## config.mk

```make
export PLATFORM = sky130hd
export DESIGN_NAME = stream_checksum
export DESIGN_NICKNAME = d
export VERILOG_FILES = /design/src/rtl/checksum_pkg.sv /design/src/rtl/checksum_beat_sum.sv /design/src/rtl/stream_checksum.sv
export SDC_FILE = /design/constraint.sdc
export NUM_CORES = 1
export LEC_CHECK = 0
export CAP_MARGIN = 10
export CORE_ASPECT_RATIO = 1.25
export CORE_MARGIN = 2
export CORE_UTILIZATION = 40
export DETAILED_ROUTE_END_ITERATION = 8
export HOLD_SLACK_MARGIN = 0.12
export SYNTH_ARGS = -nofsm -noshare
export SYNTH_HDL_FRONTEND = slang
export SYNTH_SLANG_ARGS = --single-unit
```

## constraint.sdc

```tcl
create_clock -name clk -period 13.7 [get_ports clk]
set_input_delay 4.11 -clock clk [delete_from_list [all_inputs] [get_ports clk]]
set_output_delay 4.11 -clock clk [all_outputs]
set_load 0.05 [all_outputs]
```

## src/rtl/checksum_pkg.sv

```systemverilog
// Shared types and ones-complement arithmetic helpers for the RFC 1071 checksum datapath.
package checksum_pkg;

   typedef struct packed {
      logic [15:0] acc;
      logic        in_frame;
   } csum_state_t;

   typedef enum logic {
      IDLE  = 1'b0,
      ACCUM = 1'b1
   } frame_state_t;

   localparam csum_state_t CSUM_RESET = '{acc: 16'h0000, in_frame: 1'b0};

   function automatic logic [15:0] csum_add16(input logic [15:0] a, input logic [15:0] b);
      logic [16:0] s;
      s = {1'b0, a} + {1'b0, b};
      return s[15:0] + {15'h0000, s[16]};
   endfunction

   // Two end-around folds: the first leaves at most 17 bits, the second cannot carry again.
   function automatic logic [15:0] csum_fold(input logic [31:0] x);
      logic [16:0] t;
      t = {1'b0, x[31:16]} + {1'b0, x[15:0]};
      return t[15:0] + {15'h0000, t[16]};
   endfunction

endpackage

```

## src/rtl/checksum_beat_sum.sv

```systemverilog
// Combinational ones-complement sum of one DATA_W-bit beat with per-byte enables.
module checksum_beat_sum
   import checksum_pkg::*;
#(
   parameter int unsigned DATA_W = 32
) (
   input  logic [DATA_W-1:0]   data,
   input  logic [DATA_W/8-1:0] keep,
   output logic [15:0]         sum
);

   localparam int unsigned LANES = DATA_W / 16;

   logic [31:0] total;

   // keep[2i] gates the high byte of lane i, keep[2i+1] the low byte.
   always_comb begin
      total = '0;
      for (int unsigned i = 0; i < LANES; i++) begin
         total = total + {16'h0000,
                          (keep[2*i]   ? data[16*i+8 +: 8] : 8'h00),
                          (keep[2*i+1] ? data[16*i   +: 8] : 8'h00)};
      end
      sum = csum_fold(total);
   end

endmodule

```

## src/rtl/stream_checksum.sv

```systemverilog
// Streaming RFC 1071 checksum engine: one registered checksum per frame over a valid/ready bus.
// Optional CSUM_VERIFY_EN adds m_ok (final frame sum == 16'hFFFF).
module stream_checksum
   import checksum_pkg::*;
#(
   parameter int unsigned DATA_W = 32,
   parameter logic [15:0] INIT   = 16'h0000
) (
   input  logic                clk,
   input  logic                reset_n,
   input  logic                s_valid,
   output logic                s_ready,
   input  logic [DATA_W-1:0]   s_data,
   input  logic [DATA_W/8-1:0] s_keep,
   input  logic                s_last,
   output logic                m_valid,
   input  logic                m_ready,
   output logic [15:0]         m_checksum
`ifdef CSUM_VERIFY_EN
   ,
   output logic                m_ok
`endif
);

   csum_state_t  st_q, st_d;
   frame_state_t state, state_d;
   logic         accept;
   logic [15:0]  beat_sum, base, frame_sum;
   logic         m_valid_d;
   logic [15:0]  csum_d;
`ifdef CSUM_VERIFY_EN
   logic         ok_d;
`endif

   checksum_beat_sum #(
      .DATA_W (DATA_W)
   ) u_beat_sum (
      .data (s_data),
      .keep (s_keep),
      .sum  (beat_sum)
   );

   always_comb begin
      state     = st_q.in_frame ? ACCUM : IDLE;
      // Only a last beat needs the result slot; mid-frame beats flow into acc while a result is held.
      s_ready   = !m_valid || m_ready || !s_last;
      accept    = s_valid && s_ready;
      base      = (state == ACCUM) ? st_q.acc : INIT;
      frame_sum = csum_add16(base, beat_sum);

      st_d      = st_q;
      state_d   = state;
      m_valid_d = m_valid && !m_ready;
      csum_d    = m_checksum;
`ifdef CSUM_VERIFY_EN
      ok_d      = m_ok;
`endif

      if (accept) begin
         if (s_last) begin
            state_d   = IDLE;
            st_d.acc  = INIT;
            m_valid_d = 1'b1;
            csum_d    = ~frame_sum;
`ifdef CSUM_VERIFY_EN
            ok_d      = (frame_sum == 16'hFFFF);
`endif
         end else begin
            state_d  = ACCUM;
            st_d.acc = frame_sum;
         end
      end
      st_d.in_frame = (state_d == ACCUM);
   end

   always_ff @(posedge clk) begin
      if (!reset_n) begin
         st_q       <= '{acc: INIT, in_frame: CSUM_RESET.in_frame};
         m_valid    <= 1'b0;
         m_checksum <= '0;
`ifdef CSUM_VERIFY_EN
         m_ok       <= 1'b0;
`endif
      end else begin
         st_q       <= st_d;
         m_valid    <= m_valid_d;
         m_checksum <= csum_d;
`ifdef CSUM_VERIFY_EN
         m_ok       <= ok_d;
`endif
      end
   end

endmodule

```

==> reports/metrics.cfg <==
[global_route]
overflow = 0
grt_pass1_wl_microns = 15200
grt_pass1_vias = 3431
antenna_found_initial = 0
grt_max_degree = 22
grt.total_usage_pct = 17.4

[die]
start_util_pct = 40.5
row_count = 40
core_sq_um = 9510
fp.dieH_microns = 114
die_area_sq_um = 10400
io_pins = 59
fp.dieW_microns = 91.8

[clocking]
cts_resized = 0
clk_pin_slew_worst_paths_ns = 0.05
insertion_delay_ns = 0.27
cts-root-buf = clkbuf_16
htree_levels = 2
cts_buffer_depth = 2
numCtsBuffers = 5
cts_tree = yes
cts_hold_buf = 0
clkSinkCount = 34
cts_setup_buffers = 0

[synthesis]
synth_common_cells = and2_1 (56), nand2_1 (39), ha_1 (38), dfxtp_1 (34), xnor2_1 (33)
synthFlopType = dfxtp_1
avgSynthCellArea_sq_um = 7.73
yosysTopAreaCellShare_pct = 17.7
synth_top_area_cell = dfxtp_1
synth_area_sq_um = 3850
synth-async-reset-ratio_pct = 0
ys_types = 65
synth_cells = 499
synth-edff-count = 0
synth_area_leaders = dfxtp_1 (18%), ha_1 (12%), and2_1 (9.1%), xnor2_1 (7.5%), xor2_1 (4.3%)
synth.yosys.warnings = 0
yosysMostFrequentCell = and2_1
synth_fp_nets = 580
synth_seq_area_share_pct = 17.7
ys_seq_elements = 34

[pwr]
p_leak_nw = 1.94
ir_drop_mv = 0.0441
p_per_area_nw_per_um2 = 78.9

[critical_path]
worstPathMaxFanout = 8
crit_arrival_ns = 12.93
required_ns = 13.87
max_stage_delay_ns = 0.51
slowest_stage = clkdlybuf4s50_1
cp-end-kind = flip-flop
crit_top_cell = ha_1
start_kind = primary input
worstSetupPathType = in -> reg

[placement]
io_buffers = 58
place_hpwl_microns = 7530
gp_congestion = 0.810
placed_area_sq_um = 4550

[layout]
multi_input_area_sq_um = 3110
diodes = 0
area_growth_pct = 21.9
layout-drive-gt1-share_pct = 3.99
stdcell_area_sq_um = 4700
final_core_util_pct = 49.4
fillers = 952
fin_nets = 634
seq_area_sq_um = 681

[detailed_routing]
wl_met3_microns = 256
wl_per_cell_microns = 13.2
first_pass_iters = 4
drc = 0
vias = 3673
drtIter0Drc = 146
wl_microns = 8930
ant_nets = 0
wl_met1_microns = 3770
via_per_inst = 5.42
routed.top_layer = met4
wl_met2_microns = 4750

[timing]
max_freq_ghz = 0.0783
fin_crit_sh_pct = 93.2
tns_ns = 0
setup_viol = 0
fin_skew_ns = 0.00368
rsz0062_at_grt = no
final-hold-violation-count = 0
period_minus_slack_ns = 12.77
worst-slew-pin-transition_ns = 1.13
relSlewSlack_pct = 24.4
final_max_slew_viol_count = 0

[hold_path]
hold_path_class = reg -> reg

[status]
status = finished, final reports clean

[run]
drv_cap = 0

critical path, delay by kind of cell:
family,cells,cell delay (ns)
compound gates,12,2.64
xor+xnor,2,0.30
fa+ha+maj,8,2.03
buf+inv,1,0.51
simple gates,19,3.33
per-stage QoR:
stage / total power [mW] / worst slack (ns) / std cells / hold slack, ns
6_report: 0.371 / 0.933 / 678 / 0.436
4_1_cts: 0.372 / 0.647 / 678 / 0.440
5_1_grt: 0.395 / 0.0781 / 678 / 0.474
3_3_place_gp: 0.263 / 0.710 / 672 / 0.436
2_1_floorplan: 0.223 / 2.03 / 499 / 0.436
3_5_place_dp: 0.265 / 0.407 / 672 / 0.434
power breakdown:
part	internal (mW)	switching [mW]	leakage, nW
clock	0.0700	0.0370	0.0688
combinational	0.0655	0.0879	1.60
sequential	0.106	0.00402	0.278
total	0.242	0.129	1.94
flip-flops by register name, indices dropped and copies added, names as in the netlist:
| signal | cells |
|---|---|
| st_q | 17 |
| m_checksum | 16 |
| m_valid | 1 |
worst paths after layout:
kind	startpoint	endpoint	slack [ns]	cells after the start
worst max register to register	st_q[0]$_SDFFE_PN0P_	st_q[13]$_SDFFE_PN0P_	8.67	23
worst min-delay path	m_checksum[1]$_SDFFE_PN0P_	m_checksum[1]$_SDFFE_PN0P_	0.44	2
worst min register to register	m_checksum[1]$_SDFFE_PN0P_	m_checksum[1]$_SDFFE_PN0P_	0.44	2
worst max-delay path	s_keep[3]	st_q[13]$_SDFFE_PN0P_	0.93	42
cells by family (layout without fill, tap and decap cells):
| family | count (synthesis) | after routing | share of synthesized area (%) |
|---|---|---|---|
| XOR/XNOR | 52 | 52 | 11.8 |
| AO/OA/AOI/OAI | 124 | 124 | 22.5 |
| AND/OR/NAND/NOR | 228 | 228 | 32.6 |
| adder cells (fa/ha/maj) | 40 | 40 | 13.4 |
| buffers and inverters | 21 | 74 | 2.08 |
| flip-flops | 34 | 34 | 17.7 |
layout make-up:
cell class | instances | area share [%]
tap | 126 | 3.35
sequential | 34 | 14.5
timing repair buffer | 58 | 12.4
inverter | 10 | 0.799
multi-input combinational | 444 | 66.1
clock buffer | 6 | 2.95
layer usage:
metal  GRT usage, %  up-vias
met5              0        -
met4           6.67        0
met3           1.06       13
met2           34.1       73
met1           19.4     1673
li1               -     1914
cells in the final DEF (no fill, tap or decap), drive strengths merged, types with 3 or more instances in the layout:
| cell type | n |
|---|---|
| nor3 | 16 |
| nand4 | 8 |
| nand2 | 39 |
| nand3 | 18 |
| nor2b | 17 |
| a32o | 5 |
| nor3b | 4 |
| a2111oi | 3 |
| xnor2 | 33 |
| and3 | 10 |
| or2 | 4 |
| a21boi | 4 |
| nand2b | 6 |
| inv | 10 |
| or3 | 3 |
| o21ai | 34 |
| xor2 | 19 |
| o21a | 5 |
| a211oi | 4 |
| clkdlybuf4s50 | 58 |
| dfxtp | 34 |
| a211o | 4 |
| nor2 | 29 |
| nand3b | 3 |
| clkbuf | 6 |
| ha | 38 |
| a22oi | 9 |
| nor4 | 5 |
| a21o | 10 |
| a31oi | 5 |
| and2 | 57 |
| a21oi | 20 |
Power figures use the tool's default switching activity.
